### config.mk
export PLATFORM = sky130hd
export DESIGN_NAME = alu32_mul_seq_flat
export DESIGN_NICKNAME = d
export VERILOG_FILES = /design/src/rtl/alu32_mul_seq_if.sv /design/src/rtl/alu32_mul_seq.sv /design/src/flat_wrapper.sv
export SDC_FILE = /design/constraint.sdc
export NUM_CORES = 1
export LEC_CHECK = 0
export CAP_MARGIN = 20
export CORE_ASPECT_RATIO = 1.25
export CORE_MARGIN = 1
export CORE_UTILIZATION = 51
export CTS_CLUSTER_DIAMETER = 50
export DETAILED_ROUTE_END_ITERATION = 6
export PLACE_DENSITY = 0.81
export SKIP_LAST_GASP = 1
export SYNTH_ARGS = -nofsm -noshare
export SYNTH_HDL_FRONTEND = slang
export SYNTH_HIERARCHICAL = 1
export SYNTH_SLANG_ARGS = --single-unit
### constraint.sdc
create_clock -name CLK -period 7.1 [get_ports CLK]
set_input_delay 1.065 -clock CLK [delete_from_list [all_inputs] [get_ports CLK]]
set_output_delay 1.065 -clock CLK [all_outputs]
set_load 0.01 [all_outputs]
### src/rtl/alu32_mul_seq_if.sv
// Request/response bundle of the 32x32->64 shift-and-add multiplier sequencer.
// The Signed request bit exists only when ALU32_MUL_SIGNED_EN is defined.
interface alu32_mul_seq_if;
    logic        Start;
    logic [31:0] In1;
    logic [31:0] In2;
`ifdef ALU32_MUL_SIGNED_EN
    logic        Signed;
`endif
    logic        Busy;
    logic        Done;
    logic [63:0] Out;

    modport master (
        output Start, In1, In2,
`ifdef ALU32_MUL_SIGNED_EN
        output Signed,
`endif
        input  Busy, Done, Out
    );

    modport slave (
        input  Start, In1, In2,
`ifdef ALU32_MUL_SIGNED_EN
        input  Signed,
`endif
        output Busy, Done, Out
    );
endinterface

### src/rtl/alu32_mul_seq.sv
// Multi-cycle 32x32->64 shift-and-add multiplier driving one shared 32-bit CLA adder.
// Define ALU32_MUL_SIGNED_EN to add two's-complement mode (Signed request bit).
module G_Cla4 (
    input  logic [3:0] a,
    input  logic [3:0] b,
    input  logic       ci,
    output logic [3:0] s,
    output logic       co
);
    logic [3:0] p;
    logic [3:0] g;
    logic [3:0] c;

    assign p = a ^ b;
    assign g = a & b;

    assign c[0] = ci;
    assign c[1] = g[0] | (p[0] & ci);
    assign c[2] = g[1] | (p[1] & g[0]) | (p[1] & p[0] & ci);
    assign c[3] = g[2] | (p[2] & g[1]) | (p[2] & p[1] & g[0]) | (p[2] & p[1] & p[0] & ci);
    assign co   = g[3] | (p[3] & g[2]) | (p[3] & p[2] & g[1]) | (p[3] & p[2] & p[1] & g[0])
                | (p[3] & p[2] & p[1] & p[0] & ci);
    assign s    = p ^ c;
endmodule

module G_FullAdder32 (
    input  logic [31:0] In1,
    input  logic [31:0] In2,
    input  logic        CI,
    input  logic        Enable,
    output logic [31:0] Out,
    output logic        CO
);
    logic [8:0]  carry;
    logic [31:0] sum;

    assign carry[0] = CI;

    // Eight 4-bit lookahead blocks rippling carry between them.
    for (genvar gi = 0; gi < 8; gi++) begin : g_blk
        G_Cla4 blk (
            .a  (In1[4*gi +: 4]),
            .b  (In2[4*gi +: 4]),
            .ci (carry[gi]),
            .s  (sum[4*gi +: 4]),
            .co (carry[gi+1])
        );
    end

    assign Out = Enable ? sum : 32'd0;
    assign CO  = Enable ? carry[8] : 1'b0;
endmodule

module alu32_mul_seq (
    input  logic                 CLK,
    input  logic                 RSTn,
    alu32_mul_seq_if.slave       bus
);
    typedef enum logic [1:0] {IDLE, RUN, NEG_LO, NEG_HI} state_t;

    state_t      state;
    logic [31:0] a;
    logic [31:0] hi;
    logic [31:0] lo;
    logic [4:0]  cnt;
    logic        neg;
    logic        cy;
    logic        busy;
    logic        done;
    logic [63:0] product;

    logic [31:0] add_in1;
    logic [31:0] add_in2;
    logic        add_ci;
    logic        add_en;
    logic [31:0] add_out;
    logic        add_co;

    logic [31:0] op_a;
    logic [31:0] op_b;
    logic        op_neg;

`ifdef ALU32_MUL_SIGNED_EN
    // Magnitudes of signed operands; 0x80000000 maps to itself and is used as unsigned.
    assign op_a   = (bus.Signed && bus.In1[31]) ? (~bus.In1 + 32'd1) : bus.In1;
    assign op_b   = (bus.Signed && bus.In2[31]) ? (~bus.In2 + 32'd1) : bus.In2;
    assign op_neg = bus.Signed & (bus.In1[31] ^ bus.In2[31]);
`else
    assign op_a   = bus.In1;
    assign op_b   = bus.In2;
    assign op_neg = 1'b0;
`endif

    always_comb begin
        add_in1 = 32'd0;
        add_in2 = 32'd0;
        add_ci  = 1'b0;
        add_en  = 1'b0;
        case (state)
            RUN: begin
                add_in1 = hi;
                add_in2 = lo[0] ? a : 32'd0;
                add_en  = 1'b1;
            end
            NEG_LO: begin
                add_in1 = ~lo;
                add_ci  = 1'b1;
                add_en  = 1'b1;
            end
            NEG_HI: begin
                add_in1 = ~hi;
                add_ci  = cy;
                add_en  = 1'b1;
            end
            default: ;
        endcase
    end

    G_FullAdder32 adder (
        .In1    (add_in1),
        .In2    (add_in2),
        .CI     (add_ci),
        .Enable (add_en),
        .Out    (add_out),
        .CO     (add_co)
    );

    always_ff @(posedge CLK or negedge RSTn) begin
        if (!RSTn) begin
            state   <= IDLE;
            a       <= 32'd0;
            hi      <= 32'd0;
            lo      <= 32'd0;
            cnt     <= 5'd0;
            neg     <= 1'b0;
            cy      <= 1'b0;
            busy    <= 1'b0;
            done    <= 1'b0;
            product <= 64'd0;
        end else begin
            done <= 1'b0;
            case (state)
                IDLE: begin
                    if (bus.Start) begin
                        a     <= op_a;
                        lo    <= op_b;
                        hi    <= 32'd0;
                        cnt   <= 5'd0;
                        neg   <= op_neg;
                        busy  <= 1'b1;
                        state <= RUN;
                    end
                end
                RUN: begin
                    // Carry-out becomes the new top bit; the sum's LSB shifts into Lo.
                    hi  <= {add_co, add_out[31:1]};
                    lo  <= {add_out[0], lo[31:1]};
                    cnt <= cnt + 5'd1;
                    if (cnt == 5'd31) begin
                        if (neg) begin
                            state <= NEG_LO;
                        end else begin
                            product <= {add_co, add_out[31:1], add_out[0], lo[31:1]};
                            done    <= 1'b1;
                            busy    <= 1'b0;
                            state   <= IDLE;
                        end
                    end
                end
                NEG_LO: begin
                    lo    <= add_out;
                    cy    <= add_co;
                    state <= NEG_HI;
                end
                NEG_HI: begin
                    hi      <= add_out;
                    product <= {add_out, lo};
                    done    <= 1'b1;
                    busy    <= 1'b0;
                    state   <= IDLE;
                end
            endcase
        end
    end

    assign bus.Busy = busy;
    assign bus.Done = done;
    assign bus.Out  = product;
endmodule

### src/flat_wrapper.sv
// flat-port wrapper written by rule: the top's interface ports become plain ports
module alu32_mul_seq_flat 
  (CLK, RSTn, bus_Start, bus_In1, bus_In2, bus_Busy, bus_Done, bus_Out);
  alu32_mul_seq_if bus_i ();
  input  logic CLK;
  input  logic RSTn;
  input wire logic [$bits(bus_i.Start)-1:0] bus_Start;
  input wire logic [$bits(bus_i.In1)-1:0] bus_In1;
  input wire logic [$bits(bus_i.In2)-1:0] bus_In2;
  output wire logic [$bits(bus_i.Busy)-1:0] bus_Busy;
  output wire logic [$bits(bus_i.Done)-1:0] bus_Done;
  output wire logic [$bits(bus_i.Out)-1:0] bus_Out;
  assign bus_i.Start = bus_Start;
  assign bus_i.In1 = bus_In1;
  assign bus_i.In2 = bus_In2;
  assign bus_Busy = bus_i.Busy;
  assign bus_Done = bus_i.Done;
  assign bus_Out = bus_i.Out;
  alu32_mul_seq u_core (.CLK(CLK), .RSTn(RSTn), .bus(bus_i));
endmodule
; Word level (Yosys, flattened, before mapping)
; Index checks and enable logic that the tools add are counted.
[classes]
bitwise_logic = 234
n_mux = 23
eq_ne = 6
reduce_logical = 13
n_addsub = 1
[ops]
columns = op, count
row1 = 32-bit one-hot mux with 3 select lines, 3
row2 = 32-bit two-way mux, 5
row3 = 1-bit bitwise AND, 128
row4 = 64-bit one-hot mux with 2 select lines, 1
row5 = 1-bit bitwise OR, 80
row6 = 64-bit two-way mux, 1
row7 = 32-bit NOT, 2
row8 = 4-bit XOR, 16
row9 = 4-bit bitwise AND, 8
row10 = 2-bit AND reduction, 6
row11 = 5-bit one-hot mux with 2 select lines, 1
row12 = 2-bit one-hot mux with 4 select lines, 1
row13 = 3-bit nonzero test, 2
row14 = 5-bit by 1-bit adder with 5-bit output (second input constant), 1
row15 = 5-bit == test (second input constant), 1
row16 = 1-bit two-way mux, 5
row17 = 5-bit two-way mux, 1
row18 = 2-bit == test (second input constant), 2
row19 = 2-bit two-way mux, 2
row20 = 1-bit one-hot mux with 2 select lines, 2
row21 = 2-bit nonzero test, 2
row22 = 1-bit one-hot mux with 3 select lines, 1
row23 = 3-bit AND reduction, 1
row24 = 3-bit OR reduction, 1
row25 = other kinds (4), 4
[word_totals]
wordCells = 286
regBits = 170

; Depth between registers and ports, before layout
[depth]
depth_word = 26
ltp_mapped = 36
mapped_depth_nobuf = 33

; Cells and area by module
; Netlist, hierarchy kept.
[by_module_without_submodules]
columns = module, cells_per_inst, instances, area_each_um2
row1 = alu32_mul_seq, 913, 1, 9241.4
row2 = G_Cla4, 17, 8, 147.6
row3 = G_FullAdder32, 36, 1, 262.8

; Worst setup path before layout
; Ideal clock, no wire load.
[synth_timing]
path_type = register to register
from = register u_core.state[0]
to = register u_core.lo[31]
required_ns = 6.975
t_arrival_ns = 6.818
setup_time_ns = 0.125
slack_ns = 0.157
stages_incl_launch_ff = 36
period_less_slack_ns = 6.943
path_cell_list = dfrtp_1 -> ha_1 -> buf_2 -> buf_2 -> buf_2 -> mux2i_1 -> a21oi_1 -> ha_1 -> a21o_1 -> a31o_1 -> a21o_1 -> a21o_1 -> a31o_1 -> a21o_1 -> a21o_1 -> a31o_1 -> a21o_1 -> a21o_1 -> a31o_1 -> a21o_1 -> a21o_1 -> a31o_1 -> a21o_1 -> a21o_1 -> a31o_1 -> a21o_1 -> a21o_1 -> a31o_1 -> a21o_1 -> a21o_1 -> a31o_1 -> xor2_1 -> and2_2 -> a22oi_1 -> a21oi_1 -> mux2_2
[synth_rtl]
columns = element, line
row1 = from (decl), alu32_mul_seq.sv:61  ; state_t state;
row2 = from (signal assigned), alu32_mul_seq.sv:130  ; state <= IDLE;
row3 = from (signal assigned), alu32_mul_seq.sv:151  ; state <= RUN;
row4 = from (signal assigned), alu32_mul_seq.sv:161  ; state <= NEG_LO;
row5 = 2-bit == test / 2-bit by 1-bit == test with 1-bit output (equally long branches), alu32_mul_seq.sv:99  ; case (state)
row6 = 32-bit one-hot mux with 3 select lines *, alu32_mul_seq.sv:99
row7 = named net u_core.add_in1[0], alu32_mul_seq.sv:72  ; logic [31:0] add_in1;
row8 = 4-bit bitwise AND / 4-bit XOR (equally long branches), "alu32_mul_seq.sv:15, alu32_mul_seq.sv:14"
row9 = 1-bit bitwise AND (on tied branches), "alu32_mul_seq.sv:21, alu32_mul_seq.sv:22"
row10 = 1-bit bitwise OR / 1-bit bitwise AND (equally long branches), "alu32_mul_seq.sv:21, alu32_mul_seq.sv:22"
row11 = 1-bit bitwise OR *, alu32_mul_seq.sv:22  ; | (p[3] & p[2] & p[1] & p[0] & ci);
row12 = named net u_core.adder.carry[1], alu32_mul_seq.sv:34  ; logic [8:0] carry;
row13 = (+2 left out), n/a
row14 = named net u_core.adder.carry[2], alu32_mul_seq.sv:34
row15 = (+2 left out), n/a
row16 = named net u_core.adder.carry[3], alu32_mul_seq.sv:34
row17 = (+2 left out), n/a
row18 = named net u_core.adder.carry[4], alu32_mul_seq.sv:34
row19 = (+2 left out), n/a
row20 = named net u_core.adder.carry[5], alu32_mul_seq.sv:34
row21 = (+2 left out), n/a
row22 = named net u_core.adder.carry[6], alu32_mul_seq.sv:34
row23 = (+2 left out), n/a
row24 = named net u_core.adder.carry[7], alu32_mul_seq.sv:34
row25 = 1-bit bitwise AND *, alu32_mul_seq.sv:20  ; assign c[3] = g[2] | (p[2] & g[1]) | (p[2] & p[1] & g[0]) | (p[2] & p[1] & p[0] & ci);
row26 = 1-bit bitwise OR *, alu32_mul_seq.sv:20
row27 = 4-bit XOR *, alu32_mul_seq.sv:23  ; assign s = p ^ c;
row28 = named net u_core.adder.sum[31], alu32_mul_seq.sv:35  ; logic [31:0] sum;
row29 = 32-bit two-way mux *, alu32_mul_seq.sv:50  ; assign Out = Enable ? sum : 32'd0;
row30 = named net u_core.add_out[31], alu32_mul_seq.sv:76  ; logic [31:0] add_out;
row31 = 32-bit one-hot mux with 3 select lines *, alu32_mul_seq.sv:142  ; case (state)
row32 = to (signal assigned), alu32_mul_seq.sv:146  ; lo <= op_b;
row33 = to (signal assigned), alu32_mul_seq.sv:157  ; lo <= {add_out[0], lo[31:1]};
row34 = to (signal assigned), alu32_mul_seq.sv:171  ; lo <= add_out;
row35 = to (decl), alu32_mul_seq.sv:64  ; logic [31:0] lo;
; Mark *: on every way through the listed nets, which the timed path passes. The rest lies on a longest branch.
; A chain may end at the register's enable or synchronous reset.

; Worst setup path in the final report
[layout_timing]
from = register u_core.state[1]
to = register u_core.lo[31]
; Same word-level chain as after synthesis.

==> impl_metrics.csv <==
group,metric,value,unit
timing,final.period_utilization,96.4,%
final_layout,post_layout_nonfiller_instances,1448,
setup_path,crit_type,"flop to flop",
die,die_footprint,21500,um2
place,place.detailed.hpwl,17700,um
detailed_routing,detail_route.iter0.violations,779,
final_layout,register_area,4260,um2
power_and_ir_drop,net-switching-power,1.52,mW
setup_path,cp_slowest_stage_delay,0.45,ns
detailed_routing,first_pass_iters,5,
setup_path,worstSetupStartpointType,"flop",
yosys,postSynthRegisterBits,170,
yosys,yosysTopAreaCellShare,39.8,%
yosys,total_nets_after_synthesis,1199,
die,die_height,164,um
yosys,synth-seq-area-share,39.8,%
timing,finalWorstSetupSlack,0.255,ns
timing,max_slew_margin,28.4,%
detailed_routing,detail_route.drc_violations,0,
setup_path,worstReg2RegEnd,"u_core/lo[31]$_DFFE_PN0P_",
setup_path,worstReg2RegStart,"u_core/state[1]$_DFFE_PN0P_",
final_layout,antenna_cells_inserted,0,
min_path,hold_path_depth,2,
detailed_routing,vias,8502,
timing,final-hold-violation-count,0,
yosys,number_of_library_cell_types_mapped_by_synthesis,39,
yosys,ys_top_cells_by_area,"sky130_fd_sc_hd__dfrtp_1 (40%), sky130_fd_sc_hd__mux2i_1 (9.1%), sky130_fd_sc_hd__a21oi_1 (6.3%)",
place,place.gp.congestion,0.879,
yosys,syn-instance-count,1085,
power_and_ir_drop,power_density,325,nW/um2
min_path,min_delay_worst_endpoint,"u_core/bus.Out[29]$_DFFE_PN0P_",
grt,total_track_usage,25.1,%
timing,fin_setup_tns,0,ns
yosys,syn-mean-instance-area,9.85,um2
timing,setup-violations-final,0,
detailed_routing,detail_route.vias_per_cell,5.87,
cts,numClockSinks,170,
setup_path,crit_top_cell,"sky130_fd_sc_hd__a21o_1",
timing,timing_worst_slew_pin_value,1.07,ns
timing,setup_repair_after_global_routing_missed_its_margin,"false",
yosys,mappedNetlistArea,10700,um2
timing,hold_ws,0.477,ns
cts,h_tree_level_count,4,
place,io_buffer_count,132,
cts,clk_root_buffer_cell,"sky130_fd_sc_hd__clkbuf_16",
timing,clock_skew,0.00778,ns
grt,grt_pass1_vias,8301,
setup_path,worstPathRequired,7.41,ns
die,die_width,131,um
flow_run,drv.max_cap_violation_count,0,
detailed_routing,dr_wl_cell,18.2,um
detailed_routing,route.final.wire_length,26400,um
cts,cts_tree,"done",
die,row_count,58,
cts,worst_skew_pair_latency,0.43,ns
die,core,20300,um2
setup_path,worst_ep_arrival_time,7.16,ns
cts,numCtsBuffers,17,
final_layout,postLayoutCoreUtil,62.9,%
cts,clkSlewWorstSetupHoldPaths,0.06,ns
yosys,synth-warning-count,6,
status,outcome,"finished clean",
final_layout,finalInstanceArea,12800,um2
setup_path,critical_path.slowest_cell,"sky130_fd_sc_hd__dfrtp_2",
power_and_ir_drop,post-layout-total-power,4.16,mW
min_path,path_class_of_the_lowest_slack_min_delay_path,"flop to flop",
detailed_routing,drt.antenna.violating_nets,0,
place,dpl.cell_count,1412,
final_layout,fill_cells,1603,
power_and_ir_drop,pwr-share-clk,24.1,%
grt,grt_max_degree,113,
grt,grt_first_pass_wirelength,43300,um
timing,fmax,146,MHz
power_and_ir_drop,sw_share,36.5,%
grt,grt_overflow_total,0,
cts,cts_max_path_buffers,2,
power_and_ir_drop,leakage,5.48,nW
timing,layout_min_cycle_time,6.85,ns
grt,antenna_found_initial,0,
die,boundaryPins,133,
setup_path,reg2reg_depth,33,
place,pre_cts_ws,-0.0360,ns
final_layout,final_layout_size_suffix_gt1_share,14.2,%
cts,cts_hold_buffers,0,
final_layout,area_added_between_synthesis_and_finish,19.6,%
setup_path,cp_max_fo,6,
final_layout,final_common_cell,"sky130_fd_sc_hd__dfrtp_1",
place,placed_area,12000,um2
timing,timing_max_transition_violations_final,0,
die,initial_core_utilization,52.6,%
power_and_ir_drop,cell_internal_power,2.64,mW
min_path,min-delay-start,"u_core/bus.Out[29]$_DFFE_PN0P_",
setup_path,end_kind,"flop",
power_and_ir_drop,power.share.combinational,40.9,%
final_layout,final_cell_mix,"sky130_fd_sc_hd__dfrtp_1 (168), sky130_fd_sc_hd__a21oi_1 (132), sky130_fd_sc_hd__clkdlybuf4s50_1 (131)",
yosys,yosys.area.top_type,"sky130_fd_sc_hd__dfrtp_1",
final_layout,fin_nets,1281,
power_and_ir_drop,seq_power_share,35.0,%
setup_path,regToRegSetupSlack,0.25,ns
power_and_ir_drop,irDropWorstVdd,0.000205,V
final_layout,multi_input_gate_area,5860,um2
-- critical path: cells and delay by family (launching register included) --
family / cells / cell delay [ns]
DFF: 1 / 0.45
adders and majority gates: 2 / 0.48
muxes: 1 / 0.26
and+or+nand+nor: 2 / 0.29
AOI/OAI and AO/OA: 26 / 4.95
buffers and inverters: 1 / 0.16
xor gates and xnor gates: 1 / 0.16
-- worst max path at each step --
stage,startpoint,to,slack [ns],cells past startpoint
after detailed placement,u_core/state[0]$_DFFE_PN0P_,u_core/lo[31]$_DFFE_PN0P_,-0.04,33
after floorplan,u_core/state[0]$_DFFE_PN0P_,u_core/lo[31]$_DFFE_PN0P_,0.16,35
final,u_core/state[1]$_DFFE_PN0P_,u_core/lo[31]$_DFFE_PN0P_,0.25,33
after CTS,u_core/state[1]$_DFFE_PN0P_,u_core/lo[31]$_DFFE_PN0P_,0.02,34
after global placement,u_core/state[0]$_DFFE_PN0P_,u_core/lo[31]$_DFFE_PN0P_,0.19,33
after global routing,u_core/state[1]$_DFFE_PN0P_,u_core/lo[31]$_DFFE_PN0P_,0.01,34
-- state kept, by name (all words and copies together) (netlist names) --
register	cells
u_core/bus.Out	64
u_core/a	32
u_core/hi	32
u_core/lo	32
u_core/cnt	5
u_core/state	2
u_core/bus.Busy	1
u_core/bus.Done	1
u_core/cy	1
-- metal layers --
layer  global-route usage (%)  wire, um  vias to the layer above
li1                         -         -                     4014
met1                     34.8     11700                     4082
met2                     39.5     12500                      374
met3                     4.72      1810                       32
met4                     8.77       444                        0
met5                        0         0                        -
-- cells by family (layout without fill, tap and decap cells) --
family	count (synthesis)	in the layout	share of synthesized area, %
xor gates and xnor gates	24	24	1.97
muxes	163	163	17.1
adders and majority gates	47	47	6.07
and+or+nand+nor	210	210	10.4
AOI/OAI and AO/OA	342	342	18.7
DFF	170	170	39.8
buffers and inverters	129	222	5.97
-- cell usage after synthesis, drive strengths merged --
cell type,number
a22oi,33
o31ai,33
o2111ai,1
xor2,8
mux2,66
nor2,35
nand2b,35
a21oi,134
xnor2,16
buf,51
dfrtp,170
clkbuf,41
nand2,68
and2b,1
a32o,2
nor2b,1
or3b,1
inv,37
o211ai,1
o21ai,101
mux2i,97
and2,34
a21o,26
o32a,1
ha,39
a31o,8
nand3b,1
a31oi,1
fa,8
and3,34
o311ai,1
-- power by group through the flow --
stage	Combinational, mW	Clock (mW)	Sequential (mW)
2_1_floorplan	1.32	0	1.37
3_3_place_gp	1.58	0	1.45
3_5_place_dp	1.64	0	1.46
4_1_cts	1.67	1.02	1.45
5_1_grt	1.85	1.05	1.49
6_report	1.70	1.00	1.45
-- cell type report --
class                   count  area share [%]
inverters                  37            1.09
flip-flops and latches    170            33.3
well taps                 270            2.64
repair buffers            155            12.1
clock buffers              21            3.68
clock inverters             9            1.28
multi-input cells         786            45.9
-- what timing repair did --
| action | CTS | global route |
|---|---|---|
| endpoints found under the setup margin | 1 | 9 |
| buffers inserted | 2 | 1 |
| gates resized for setup | 7 | 4 |
| pin swaps | 0 | 6 |
Power figures use the tool's default switching activity.
